`src/rtl/imm_decode_stage_pkg.sv`:
```
// Shared immediate-format encodings and the XLEN-agnostic decode helper for imm_decode_stage.
package imm_decode_stage_pkg;

  typedef enum logic [2:0] {
    SRC_I   = 3'b000,
    SRC_S   = 3'b001,
    SRC_U   = 3'b010,
    SRC_Z   = 3'b011,
    SRC_SH  = 3'b100,
    SRC_B   = 3'b101,
    SRC_J   = 3'b110,
    SRC_RSV = 3'b111
  } imm_src_e;

  typedef struct packed {
    logic        illegal;
    logic [63:0] imm;
  } dec_t;

  // Decodes at 64 bits; narrower XLEN callers truncate, which keeps sign extension exact.
  function automatic dec_t decode_imm(input logic [24:0] instr, input logic [2:0] src, input int xlen);
    dec_t d;
    logic s;
    d = '0;
    s = instr[24];
    case (imm_src_e'(src))
      SRC_I:   d.imm = {{52{s}}, instr[24:13]};
      SRC_S:   d.imm = {{52{s}}, instr[24:18], instr[4:0]};
      SRC_U:   d.imm = {{32{s}}, instr[24:5], 12'b0};
      SRC_Z:   d.imm = {59'b0, instr[12:8]};
      SRC_SH: begin
        d.imm     = {58'b0, instr[18:13]};
        d.illegal = (xlen == 32) && instr[18];
      end
      SRC_B:   d.imm = {{51{s}}, instr[24], instr[0], instr[23:18], instr[4:1], 1'b0};
      SRC_J:   d.imm = {{43{s}}, instr[24], instr[12:5], instr[13], instr[23:14], 1'b0};
      default: begin
        d.imm     = 64'd0;
        d.illegal = 1'b1;
      end
    endcase
    return d;
  endfunction

endpackage

```
`src/rtl/imm_decode_stage_fifo.sv`:
```
// imm_fifo: DEPTH-entry synchronous FIFO with flush; head is zero while empty.
module imm_fifo #(
  parameter int WIDTH = 8,
  parameter int DEPTH = 2
) (
  input  logic             clk,
  input  logic             rst_n,
  input  logic             i_flush,
  input  logic             i_push_valid,
  output logic             o_push_ready,
  input  logic [WIDTH-1:0] i_push_data,
  output logic             o_pop_valid,
  input  logic             i_pop_ready,
  output logic [WIDTH-1:0] o_pop_data
);

  localparam int PTR_W = (DEPTH > 1) ? $clog2(DEPTH) : 1;
  localparam int CNT_W = $clog2(DEPTH + 1);
  localparam logic [PTR_W-1:0] LAST = PTR_W'(DEPTH - 1);
  localparam logic [CNT_W-1:0] FULL = CNT_W'(DEPTH);

  logic [WIDTH-1:0] r_mem [DEPTH];
  logic [PTR_W-1:0] r_wr_ptr;
  logic [PTR_W-1:0] r_rd_ptr;
  logic [CNT_W-1:0] r_count;
  logic             w_push;
  logic             w_pop;

  function automatic logic [PTR_W-1:0] ptr_next(input logic [PTR_W-1:0] p);
    return (p == LAST) ? '0 : p + PTR_W'(1);
  endfunction

  assign o_push_ready = (r_count < FULL);
  assign o_pop_valid  = (r_count != '0);
  assign o_pop_data   = o_pop_valid ? r_mem[r_rd_ptr] : '0;
  assign w_push       = i_push_valid && o_push_ready;
  assign w_pop        = o_pop_valid && i_pop_ready;

  // Storage, pointers and occupancy; reset beats flush, flush beats push/pop.
  always_ff @(posedge clk) begin
    if (!rst_n) begin
      r_wr_ptr <= '0;
      r_rd_ptr <= '0;
      r_count  <= '0;
      for (int i = 0; i < DEPTH; i++) r_mem[i] <= '0;
    end else if (i_flush) begin
      r_wr_ptr <= '0;
      r_rd_ptr <= '0;
      r_count  <= '0;
    end else begin
      if (w_push) begin
        r_mem[r_wr_ptr] <= i_push_data;
        r_wr_ptr        <= ptr_next(r_wr_ptr);
      end
      if (w_pop) r_rd_ptr <= ptr_next(r_rd_ptr);
      case ({w_push, w_pop})
        2'b10:   r_count <= r_count + CNT_W'(1);
        2'b01:   r_count <= r_count - CNT_W'(1);
        default: r_count <= r_count;
      endcase
    end
  end

endmodule

```
`src/rtl/imm_decode_stage.sv`:
```
// imm_decode_stage: decodes RISC-V immediates at push and buffers {imm, tag, illegal}.
// Define IMM_DECODE_STATS_EN to add stat_pops/stat_illegal saturating counters.
module imm_decode_stage
  import imm_decode_stage_pkg::*;
#(
  parameter int XLEN  = 32,
  parameter int DEPTH = 2,
  parameter int TAG_W = 4
) (
  input  logic             clk,
  input  logic             rst_n,
  input  logic             flush,
  input  logic             in_valid,
  output logic             in_ready,
  input  logic [24:0]      in_instr,
  input  logic [2:0]       in_imm_src,
  input  logic [TAG_W-1:0] in_tag,
  output logic             out_valid,
  input  logic             out_ready,
  output logic [XLEN-1:0]  out_imm,
  output logic [TAG_W-1:0] out_tag,
  output logic             out_illegal
`ifdef IMM_DECODE_STATS_EN
  ,
  output logic [31:0]      stat_pops,
  output logic [15:0]      stat_illegal
`endif
);

  localparam int WIDTH = XLEN + TAG_W + 1;

  dec_t             w_dec;
  logic [WIDTH-1:0] w_wdata;
  logic [WIDTH-1:0] w_rdata;

  assign w_dec   = decode_imm(in_instr, in_imm_src, XLEN);
  assign w_wdata = {w_dec.imm[XLEN-1:0], in_tag, w_dec.illegal};

  imm_fifo #(
    .WIDTH (WIDTH),
    .DEPTH (DEPTH)
  ) u_fifo (
    .clk          (clk),
    .rst_n        (rst_n),
    .i_flush      (flush),
    .i_push_valid (in_valid),
    .o_push_ready (in_ready),
    .i_push_data  (w_wdata),
    .o_pop_valid  (out_valid),
    .i_pop_ready  (out_ready),
    .o_pop_data   (w_rdata)
  );

  assign {out_imm, out_tag, out_illegal} = w_rdata;

`ifdef IMM_DECODE_STATS_EN
  logic [31:0] r_stat_pops;
  logic [15:0] r_stat_illegal;
  logic        w_pop;

  // A flush-cycle handshake is not a pop, since flush wins over pop.
  assign w_pop = out_valid && out_ready && !flush;

  // Saturating pop counters; only reset clears them.
  always_ff @(posedge clk) begin
    if (!rst_n) begin
      r_stat_pops    <= 32'd0;
      r_stat_illegal <= 16'd0;
    end else if (w_pop) begin
      if (r_stat_pops != 32'hFFFF_FFFF) r_stat_pops <= r_stat_pops + 32'd1;
      if (out_illegal && (r_stat_illegal != 16'hFFFF)) r_stat_illegal <= r_stat_illegal + 16'd1;
    end
  end

  assign stat_pops    = r_stat_pops;
  assign stat_illegal = r_stat_illegal;
`endif

endmodule

```
`config.mk`:
```
export PLATFORM = sky130hd
export DESIGN_NAME = imm_decode_stage
export DESIGN_NICKNAME = d
export VERILOG_FILES = /design/src/rtl/imm_decode_stage_pkg.sv /design/src/rtl/imm_decode_stage_fifo.sv /design/src/rtl/imm_decode_stage.sv
export SDC_FILE = /design/constraint.sdc
export NUM_CORES = 1
export LEC_CHECK = 0
export BUFFER_PORTS_ARGS = -buffer_cell sky130_fd_sc_hd__buf_2
export CAP_MARGIN = 20
export CORE_ASPECT_RATIO = 0.6
export CORE_MARGIN = 1
export CORE_UTILIZATION = 56
export DETAILED_ROUTE_END_ITERATION = 10
export PLACE_DENSITY = 0.81
export REMOVE_ABC_BUFFERS = 1
export SYNTH_ARGS = -nofsm -noshare
export SYNTH_HDL_FRONTEND = slang
export SYNTH_SLANG_ARGS = --single-unit
export TNS_END_PERCENT = 1
```
`constraint.sdc`:
```
create_clock -name clk -period 5.6 [get_ports clk]
set_clock_uncertainty 0.15 [all_clocks]
set_input_delay 0.28 -clock clk [delete_from_list [all_inputs] [get_ports clk]]
set_output_delay 0.28 -clock clk [all_outputs]
set_load 0.1 [all_outputs]
```
==> results by group <==
Outcome
  • Outcome: finished, final reports clean

Cells and area
  • FILL cells: 514
  • Layout cell share with drive strength beyond 1: 25.7%
  • Count of non-filler cells in the finished layout: 504
  • Final Cell Area: 4600 um^2
  • Final core utilization: 68.6%
  • N_diodes: 0
  • Total Nets Final: 450
  • Synth-to-Final Area Change: 17.7%

Synthesis
  • Mux contribution to synthesized area: 10.5%
  • Sequential fraction of the synthesis area: 59.4%
  • XOR/XNOR share of the synthesized area: 1.31%
  • Post-synth EDFFs: 74
  • Adder-Cell Fraction of Synth Area: 0.320%
  • Synth Area in Compound Gates: 6.53%
  • Share of synthesized registers carrying an async set or reset: 0%
  • Top-count cell post-synth: nor2_1
  • Synth unique cells: 38
  • Yosys warnings: 0
  • Top post-synthesis cells by area: edfxtp_1, mux2i_1, nor2_1
  • Synth top area share: 56.9%
  • Synth Flop Type: edfxtp_1
  • Post-Synthesis Cells: 345
  • Most instantiated cells after synthesis: nor2_1, edfxtp_1, mux2i_1
  • Simple-gate share of the synthesized area: 16.4%
  • Flops & latches, synth: 79
  • Netlist Area Pre-Place: 3910 um^2
  • Largest family of logic cells by synthesized area: simple AND/OR/NAND/NOR gates
  • Synth Area per Inst: 11.3 um^2
  • Largest area contributor in the netlist: edfxtp_1

Power
  • Overall power: 1.44 mW
  • Power Internal: 1.03 mW
  • Clk pwr share: 37.3%
  • Leak pwr: 1.83 nW
  • Logic gate share of total power: 15.1%
  • Flop pwr share: 47.7%
  • PD cells: 312 nW/um^2
  • Switch Pwr: 0.409 mW
  • Net Sw Frac: 28.5%
  • Peak supply drop: 168 uV

Drt
  • Number of DRC markers in iteration 0: 189
  • Routed length per instance: 16.3 um
  • DRC errors left: 0
  • DRT Pass-1 Iters: 4
  • DR vias: 2786
  • Antenna-violating nets left: 0
  • DR vias/cell: 5.53
  • DRT Wirelength: 8220 um

CTS
  • Clock sinks: 79
  • CTS max path bufs: 2
  • TritonCTS clock tree: built
  • TritonCTS buffer count: 9
  • CTS Root Cell: clkbuf_16
  • H-tree depth: 3
  • Worst-path clk slew: 0.06 ns
  • Gates resized, CTS repair: 0
  • Hold_buf cts: 0
  • Setup bufs post-CTS: 0
  • Clock Latency Late Sink: 0.33 ns

Hold path
  • Worst Hold Class: in -> reg
  • WHS Path Cells: 3
  • Hold wc startpoint: in_tag[2]
  • Hold EP: u_fifo.r_mem[1][3]

Critical path
  • CP arrival: 2.10 ns
  • FF-to-FF path depth: 6
  • CP max FO: 37
  • R2R Path Start: u_fifo.r_count[1]
  • Crit end category: register
  • R2R Setup Slk: 3.32 ns
  • Critical path class: reg -> reg
  • CP required: 5.42 ns
  • RR Endpoint: u_fifo.r_mem[0][7]
  • Critical path startpoint category: register

STA
  • Final WS setup: 3.32 ns
  • Unrepaired setup endpoints after global routing: false
  • Fmax: 438 MHz
  • WHS: 0.121 ns
  • Final Hold Vio Count: 0
  • Setup violations, final: 0
  • Fin crit period: 2.28 ns
  • Slew @ Worst Pin: 0.869 ns
  • TNS Setup: 0 ns
  • Count of pins over their slew limit: 0
  • Rel. slew slack: 41.9%
  • Fin crit share: 40.7%

Die
  • Boundary Pins: 76
  • Die Wd: 110 um
  • Row count: 23
  • Initial core utilization: 58.3%
  • Die H: 66.7 um
  • DIE AREA: 7330 um^2
  • Area of the core: 6710 um^2

Run
  • Max Cap Violations: 0

Place
  • Dpl cells: 487
  • Placer Congestion: 0.885
  • Placed cell area: 4300 um^2
  • Port bufs: 75
  • DP Worst Slack: 3.24 ns
  • DP HPWL: 5490 um

GRT
  • Global-route wire length before repair: 12500 um
  • GRT overflow: 0
  • Vias in the first global route: 2514
  • Largest net degree at the start of global routing: 39
  • Initial antenna violation count: 0
  • Total GRT Usage: 24.1%
## cells by family (layout without fill, tap and decap cells)
kind of cell | after synthesis | count (layout)
multiplexers | 41 | 41
AO/OA/AOI/OAI | 42 | 42
AND/OR/NAND/NOR | 132 | 132
adder cells (fa/ha/maj) | 1 | 1
flip-flops | 79 | 79
XOR/XNOR | 5 | 5
buffers and inverters | 45 | 117
## state kept, by name, indices dropped and copies added (netlist names), named ones only
register and flops:
u_fifo.r_count 2, u_fifo.r_mem 74, u_fifo.r_rd_ptr 1, u_fifo.r_wr_ptr 1
## layout by cell type, fill, tap and decap left out, types with 2 or more instances in the layout
master / count
nand2b_1: 2
buf_4: 7
nor3_1: 9
or3_1: 2
and2_1: 8
o21ai_0: 2
nand4b_1: 4
dfxtp_1: 4
nor2b_1: 3
inv_1: 17
xnor2_1: 2
and4b_1: 4
a21oi_1: 24
and3_1: 3
clkinv_4: 2
clkinvlp_4: 2
a22oi_1: 8
inv_6: 2
xor2_1: 2
clkbuf_16: 9
o221ai_1: 4
nor2_1: 74
nand2_1: 15
edfxtp_1: 74
buf_2: 75
mux2i_1: 41
a211oi_1: 2
## per-layer routing
layer	share of wire [%]	global-route usage [%]	vias to the layer above	routed length, um
met1	44	33.8	1303	3610
met5	0	0	-	0
li1	-	-	1356	-
met3	8.2	5.68	10	675
met2	47	37.2	117	3850
met4	0.93	7.33	0	76
## how the worst max path moves through the flow
stage,end,slack (ns),depth (start not counted),start
final,u_fifo.r_mem[0][7],3.32,6,u_fifo.r_count[1]
after global routing,u_fifo.r_mem[1][7],3.16,5,u_fifo.r_count[1]
after CTS,out_imm[31],2.90,3,register
after detailed placement,u_fifo.r_mem[0][31],3.24,6,flush
after global placement,out_imm[15],3.29,3,register
after floorplan,out_illegal,2.26,2,register
## worst max-delay path: stages (launching register included)
cell and delay (ns):
dfxtp_1 0.38, nor2b_4 0.19, inv_2 0.06, or3_1 0.31
buf_4 0.25, nand2_1 0.11, buf_4 0.43
## final cells by class
class / instances / area (um^2) / area share (%)
clock buffer: 9 / 225 / 4.89
clock inverter: 7 / 55.1 / 1.20
inverter: 18 / 67.6 / 1.47
multi-input combinational: 221 / 1370 / 29.9
sequential: 79 / 2320 / 50.5
tap: 87 / 109 / 2.37
timing repair buffer: 83 / 448 / 9.73
## power groups by stage
stage | logic (mW) | registers, mW | clock network [mW]
floorplan | 0.157 | 0.696 | 0
global placement | 0.209 | 0.698 | 0
detailed placement | 0.213 | 0.700 | 0
global route | 0.232 | 0.687 | 0.565
finish | 0.217 | 0.684 | 0.535
CTS | 0.214 | 0.687 | 0.541
No activity file was read; power rests on OpenSTA's default activity.
